===== src/rtl/aes_dec_pkg.sv =====
// Shared definitions for the iterative AES decryptor: FSM encoding, the
// AES-128 round count, the FIPS-197 inverse S-box and GF(2^8) helpers.
package aes_dec_pkg;

  typedef enum logic [1:0] {
    S_IDLE  = 2'd0,
    S_ROUND = 2'd1,
    S_DONE  = 2'd2
  } state_e;

  localparam int NR_AES128 = 10;

  // Inverse S-box, entry 0x00 in the top byte.
  localparam logic [2047:0] INV_SBOX = {
    128'h52096ad53036a538bf40a39e81f3d7fb,
    128'h7ce339829b2fff87348e4344c4dee9cb,
    128'h547b9432a6c2233dee4c950b42fac34e,
    128'h082ea16628d924b2765ba2496d8bd125,
    128'h72f8f66486689816d4a45ccc5d65b692,
    128'h6c704850fdedb9da5e154657a78d9d84,
    128'h90d8ab008cbcd30af7e45805b8b34506,
    128'hd02c1e8fca3f0f02c1afbd0301138a6b,
    128'h3a9111414f67dcea97f2cfcef0b4e673,
    128'h96ac7422e7ad3585e2f937e81c75df6e,
    128'h47f11a711d29c5896fb7620eaa18be1b,
    128'hfc563e4bc6d279209adbc0fe78cd5af4,
    128'h1fdda8338807c731b11210592780ec5f,
    128'h60517fa919b54a0d2de57a9f93c99cef,
    128'ha0e03b4dae2af5b0c8ebbb3c83539961,
    128'h172b047eba77d626e169146355210c7d
  };

  // Multiply by x modulo x^8 + x^4 + x^3 + x + 1.
  function automatic logic [7:0] xtime(input logic [7:0] a);
    return {a[6:0], 1'b0} ^ (a[7] ? 8'h1b : 8'h00);
  endfunction

  // General GF(2^8) multiply by shift-and-add.
  function automatic logic [7:0] gmul(input logic [7:0] a, input logic [7:0] b);
    logic [7:0] p;
    logic [7:0] x;
    p = 8'h00;
    x = a;
    for (int i = 0; i < 8; i++) begin
      if (b[i]) p = p ^ x;
      x = xtime(x);
    end
    return p;
  endfunction

endpackage


===== src/rtl/inv_sbox.sv =====
// Combinational inverse S-box lookup, one byte.
module inv_sbox
  import aes_dec_pkg::*;
(
  input  logic [7:0] in_i,
  output logic [7:0] out_o
);

  assign out_o = INV_SBOX[11'd2047 - {in_i, 3'b000} -: 8];

endmodule


===== src/rtl/aes_dec_iter.sv =====
// Iterative AES decryptor, one round per clock. The key store is external
// and answers rk_idx combinationally on rk_in.
// Optional feature: define AES_DEC_BLKCNT_EN to add the 16-bit blk_cnt
// output counting output handshakes.
module aes_dec_iter
  import aes_dec_pkg::*;
#(
  parameter int NR = NR_AES128
) (
  input  logic         clk,
  input  logic         rst_n,
  input  logic         in_valid,
  output logic         in_ready,
  input  logic [127:0] cipher_in,
  output logic [3:0]   rk_idx,
  input  logic [127:0] rk_in,
  output logic         out_valid,
  input  logic         out_ready,
  output logic [127:0] plain_out,
  output logic         busy
`ifdef AES_DEC_BLKCNT_EN
  ,output logic [15:0] blk_cnt
`endif
);

  state_e         fsm_q, fsm_d;
  logic [3:0]     cnt_q, cnt_d;
  logic [127:0]   st_q, st_d;
  logic [127:0]   shifted;
  logic [127:0]   subbed;
  logic [127:0]   added;
  logic [127:0]   mixed;

  // One column through InvMixColumns; row 0 sits in the top byte.
  function automatic logic [31:0] inv_mix_col(input logic [31:0] col);
    logic [7:0] a [4];
    logic [7:0] m [4];
    logic [31:0] res;
    for (int j = 0; j < 4; j++) a[j] = col[31-8*j -: 8];
    m[0] = 8'h0e; m[1] = 8'h0b; m[2] = 8'h0d; m[3] = 8'h09;
    res = '0;
    for (int r = 0; r < 4; r++) begin
      for (int j = 0; j < 4; j++) begin
        res[31-8*r -: 8] = res[31-8*r -: 8] ^ gmul(a[j], m[(j - r + 4) % 4]);
      end
    end
    return res;
  endfunction

  // InvShiftRows: byte (row r, column c) comes from column c-r.
  always_comb begin
    shifted = '0;
    for (int c = 0; c < 4; c++) begin
      for (int r = 0; r < 4; r++) begin
        shifted[127-8*(4*c+r) -: 8] = st_q[127-8*(4*((c + 4 - r) % 4)+r) -: 8];
      end
    end
  end

  for (genvar g = 0; g < 16; g++) begin : g_sbox
    inv_sbox u_inv_sbox (
      .in_i  (shifted[127-8*g -: 8]),
      .out_o (subbed[127-8*g -: 8])
    );
  end

  assign added = subbed ^ rk_in;

  // InvMixColumns over the four columns of the key-added state.
  always_comb begin
    mixed = '0;
    for (int c = 0; c < 4; c++) begin
      mixed[127-32*c -: 32] = inv_mix_col(added[127-32*c -: 32]);
    end
  end

  // Next-state, datapath select and handshake outputs.
  always_comb begin
    fsm_d     = fsm_q;
    cnt_d     = cnt_q;
    st_d      = st_q;
    in_ready  = 1'b0;
    out_valid = 1'b0;
    busy      = 1'b0;
    rk_idx    = 4'd0;
    unique case (fsm_q)
      S_IDLE: begin
        in_ready = 1'b1;
        rk_idx   = 4'(NR);
        if (in_valid) begin
          st_d  = cipher_in ^ rk_in;
          cnt_d = 4'(NR - 1);
          fsm_d = S_ROUND;
        end
      end
      S_ROUND: begin
        busy   = 1'b1;
        rk_idx = cnt_q;
        if (cnt_q == 4'd0) begin
          st_d  = added;
          fsm_d = S_DONE;
        end else begin
          st_d  = mixed;
          cnt_d = cnt_q - 4'd1;
        end
      end
      S_DONE: begin
        busy      = 1'b1;
        out_valid = 1'b1;
        if (out_ready) fsm_d = S_IDLE;
      end
      default: fsm_d = S_IDLE;
    endcase
  end

  assign plain_out = st_q;

  // State register; reset discards any block in flight.
  always_ff @(posedge clk or negedge rst_n) begin
    if (!rst_n) begin
      fsm_q <= S_IDLE;
      cnt_q <= 4'd0;
      st_q  <= '0;
    end else begin
      fsm_q <= fsm_d;
      cnt_q <= cnt_d;
      st_q  <= st_d;
    end
  end

`ifdef AES_DEC_BLKCNT_EN
  // Count completed output handshakes, wrapping at 16 bits.
  always_ff @(posedge clk or negedge rst_n) begin
    if (!rst_n) blk_cnt <= 16'd0;
    else if (out_valid && out_ready) blk_cnt <= blk_cnt + 16'd1;
  end
`endif

endmodule


===== config.mk =====
export PLATFORM = sky130hd
export DESIGN_NAME = aes_dec_iter
export DESIGN_NICKNAME = d
export VERILOG_FILES = /design/src/rtl/aes_dec_pkg.sv /design/src/rtl/inv_sbox.sv /design/src/rtl/aes_dec_iter.sv
export SDC_FILE = /design/constraint.sdc
export NUM_CORES = 2
export LEC_CHECK = 0
export CAP_MARGIN = 40
export CELL_PAD_IN_SITES_DETAIL_PLACEMENT = 1
export CELL_PAD_IN_SITES_GLOBAL_PLACEMENT = 1
export CORE_MARGIN = 2
export CORE_UTILIZATION = 43
export CTS_CLUSTER_SIZE = 40
export DETAILED_ROUTE_END_ITERATION = 6
export PLACE_DENSITY_LB_ADDON = 0.1
export RECOVER_POWER = 25
export SYNTH_ARGS = -nofsm -noshare
export SYNTH_HDL_FRONTEND = slang
export SYNTH_HIERARCHICAL = 1
export SYNTH_SLANG_ARGS = --single-unit

===== constraint.sdc =====
create_clock -name clk -period 5.69 [get_ports clk]
set_input_delay 0.569 -clock clk [delete_from_list [all_inputs] [get_ports clk]]
set_output_delay 0.569 -clock clk [all_outputs]
set_load 0.02 [all_outputs]

==> run metrics <==
status complete, but fails checks; failing checks design-rule violations, max-capacitance violations, max-slew violations, negative setup slack; post-synthesis cell type count 87; FF/Latch Area 0.00349 mm^2; CTS Hold Buffers Added 0; most common flop cell mapped by yosys dfrtp_1; Yosys reg bits 134; row count between 150 and 200; IO Pins 395; root buf cell clkbuf_16; max cap viols 1; HPWL Detailed around 340,000 um; crit path DAT about 6.3 ns; final setup margin -0.144 ns; GRT overflow 0; Reg clk slew, reported paths 0.08 ns; fillers between 20,000 and 25,000; TritonCTS clock tree done; Post-Syn Instances about 10,000; Area Growth Syn to Fin 12.2%; area of the multi-input gates 0.0642 mm^2; drt drc 1; vias in the first global route 92,700; DR vias 95,800; Worst path most repeated cell xnor2_1; area of the mapped netlist 0.0733 mm^2; largest net degree at the start of global routing 110; core area roughly 0.17 mm^2; I/O Buffers about 400; Final Wtd Congestion about 1.1; TNS Setup -0.151 ns; number of enable flip-flop cells after synthesis 0; fraction of registers with async set/reset 100%; Clock Sink Count 134; Required @ worst endpoint roughly 6.1 ns; CTS HTree Levels 4; Initial Util 43.3%; Max FO, Critical Path 55; DIE HEIGHT between 400 and 500 um; Die Span X 417 um; syn nets about 11,000; Slowest cell on crit path dfrtp_4; DR pass1 iterations 7; initial antenna violation count 32; CTS-repair resized insts 0; Tot GR Track Use between 50% and 60%; Rel. slew slack -209%; Hold WC Path Type reg -> reg; First DRT Iteration DRCs 17,100; DIE AREA about 0.17 mm^2; Skew-Pair Late Insertion Delay between 0.5 and 0.6 ns; Finished Layout Cells about 12,000; final core occ roughly half; Final Hold Vio Count 0; layout cell share with drive strength beyond 1 between 10% and 20%; global-route wire length before repair 662,000 um; largest stage delay on the critical path 0.76 ns; critical path cell sequence buf_12, nor2b_2, nor3_1, o311ai_0, o311ai_1, buf_4, o311ai_0, buf_2, xnor2_1, buf_4, xnor2_1, xnor3_1, xnor2_1, xnor2_1, a21oi_1, buf_4, o21ai_1; post-CTS setup buffers 0; Worst Setup End Kind flip-flop; Via density 7.77; post-route antenna net violation count 0; CP Class reg -> reg; number of setup violations in the final report 2; nets@finish 10,600; Clock Path Buffers 2; Setup Skew about 0.026 ns; Mean Syn Cell Area slightly above 7 um^2; TritonCTS Buffers 17; Avg WL per Cell about 37 um; Critical Path Source Type flip-flop; WHS 0.590 ns; minimum clock period after layout just under 6 ns; fmax around 170 MHz; WL final 457,000 um; crit share post-route 103%; cell count after placement 12,300; Pins Over Slew Limit 53; worst slew pin tran 4.63 ns; Yosys warning count 6; sequential area share after synthesis ~4.6%
[flip-flops by register name, indices dropped and copies added, names as in the netlist]
signal     cells
plain_out    128
cnt_q          4
fsm_q          2
[area by class of cell]
cell class	instances	share of cell area (%)
Clock inverter	13	0.214
Sequential cell	134	4.24
Tap cell	2218	3.37
Timing Repair Buffer	1182	12.8
Clock buffer	18	0.521
Multi-Input combinational cell	8568	78.0
Antenna cell	16	0.0487
Inverter	183	0.836
[worst paths after layout]
path                               start             to  slack [ns]  depth (start not counted)
max                        plain_out[10]  plain_out[82]       -0.14                         17
min in group asynchronous          rst_n  plain_out[57]        1.63                          1
min reg2reg                     cnt_q[2]       cnt_q[2]        0.59                          1
min                             cnt_q[2]       cnt_q[2]        0.59                          1
max reg2reg                plain_out[10]  plain_out[82]       -0.14                         17
max in group asynchronous          rst_n  plain_out[27]        0.57                          2
[cells by family (layout without fill, tap and decap cells)]
logic type      Yosys count  after routing  synth area share, %
fa+ha+maj               245            245                 4.18
flops                   134            134                 4.57
xor+xnor               1026           1026                 15.4
other cells               0             16                    0
compound gates         4012           4012                 38.8
mux                     418            418                 8.11
simple gates           2867           2867                 20.7
buf+inv                1379           1396                 8.21
[per-layer routing]
metal	routed length [um]	GRT usage, %	vias up
met4	42100	36.0	26
met5	162	0	-
met2	189000	73.5	8404
met1	167000	62.7	46500
li1	-	-	38700
met3	58300	13.7	2216
[metrics by stage]
stage	area (um^2)	setup WS, ns
CTS	82100	0.0434
finish	82300	-0.144
detailed placement	81500	0.0840
global placement	81200	-0.281
global route	82300	-0.147
floorplan	73300	0.225
[Yosys cell counts, types with 49 or more instances]
master     number  area share (%)
o21ai_0       612             4.2
nor3b_1        64            0.66
a221oi_1       79            0.94
ha_1          245             4.2
a21oi_1       791             5.4
a21o_1         82            0.84
o21a_1         52            0.53
a31oi_1       276             2.4
xnor3_1       120             3.7
o211ai_1      321             3.3
o221ai_1      141             1.7
a2bb2oi_1      64            0.76
a311o_1       112             1.5
clkbuf_1      612             3.1
nor3_1        259             1.8
o311ai_0      144             1.7
nand2_1       604             3.1
inv_1         166            0.85
nand2b_1      401             3.4
or2_2          96            0.82
o22ai_1        93            0.79
mux2_2        129             2.0
a22oi_1       115             1.2
nand3_1       225             1.5
buf_1          49            0.25
dfrtp_1       134             4.6
and3_1         80            0.68
nor2_1        454             2.3
xor2_1        201             2.4
o221a_2        49            0.75
mux4_2        128             3.9
mux2i_1       161             2.2
and2_1         51            0.44
buf_2         480             3.3
a211oi_1      192             2.0
a311oi_1      160             1.9
nor2b_1       320             2.7
o31ai_1        84            0.86
xnor2_1       644             7.7
a32o_1         64            0.87
a2111oi_0      64            0.76
[cell usage in the layout (no fill, tap or decap), types with 129 or more instances in the layout]
cell             count
o311ai_0           143
nand2_1            602
clkdlybuf4s50_1    393
mux2_2             129
inv_1              166
o221ai_1           141
xor2_1             200
a311oi_1           160
a211oi_1           190
xnor2_1            634
nand2b_1           401
nor2_1             454
nand3_1            225
ha_1               239
mux2i_1            161
nor2b_1            317
a21oi_1            791
o21ai_0            611
o211ai_1           321
buf_4              714
nor3_1             259
a31oi_1            276
[critical path: cells and delay by family (launching register included)]
family / cells / cell delay (ns)
AOI/OAI and AO/OA: 5 / 1.59
xor gates and xnor gates: 5 / 1.49
buffers and inverters: 5 / 1.27
DFF: 1 / 0.76
and+or+nand+nor: 2 / 0.54
Power is left out: the tool's default activity adds up to more than one toggle a clock period on the data nets, which glitch-free logic cannot reach.
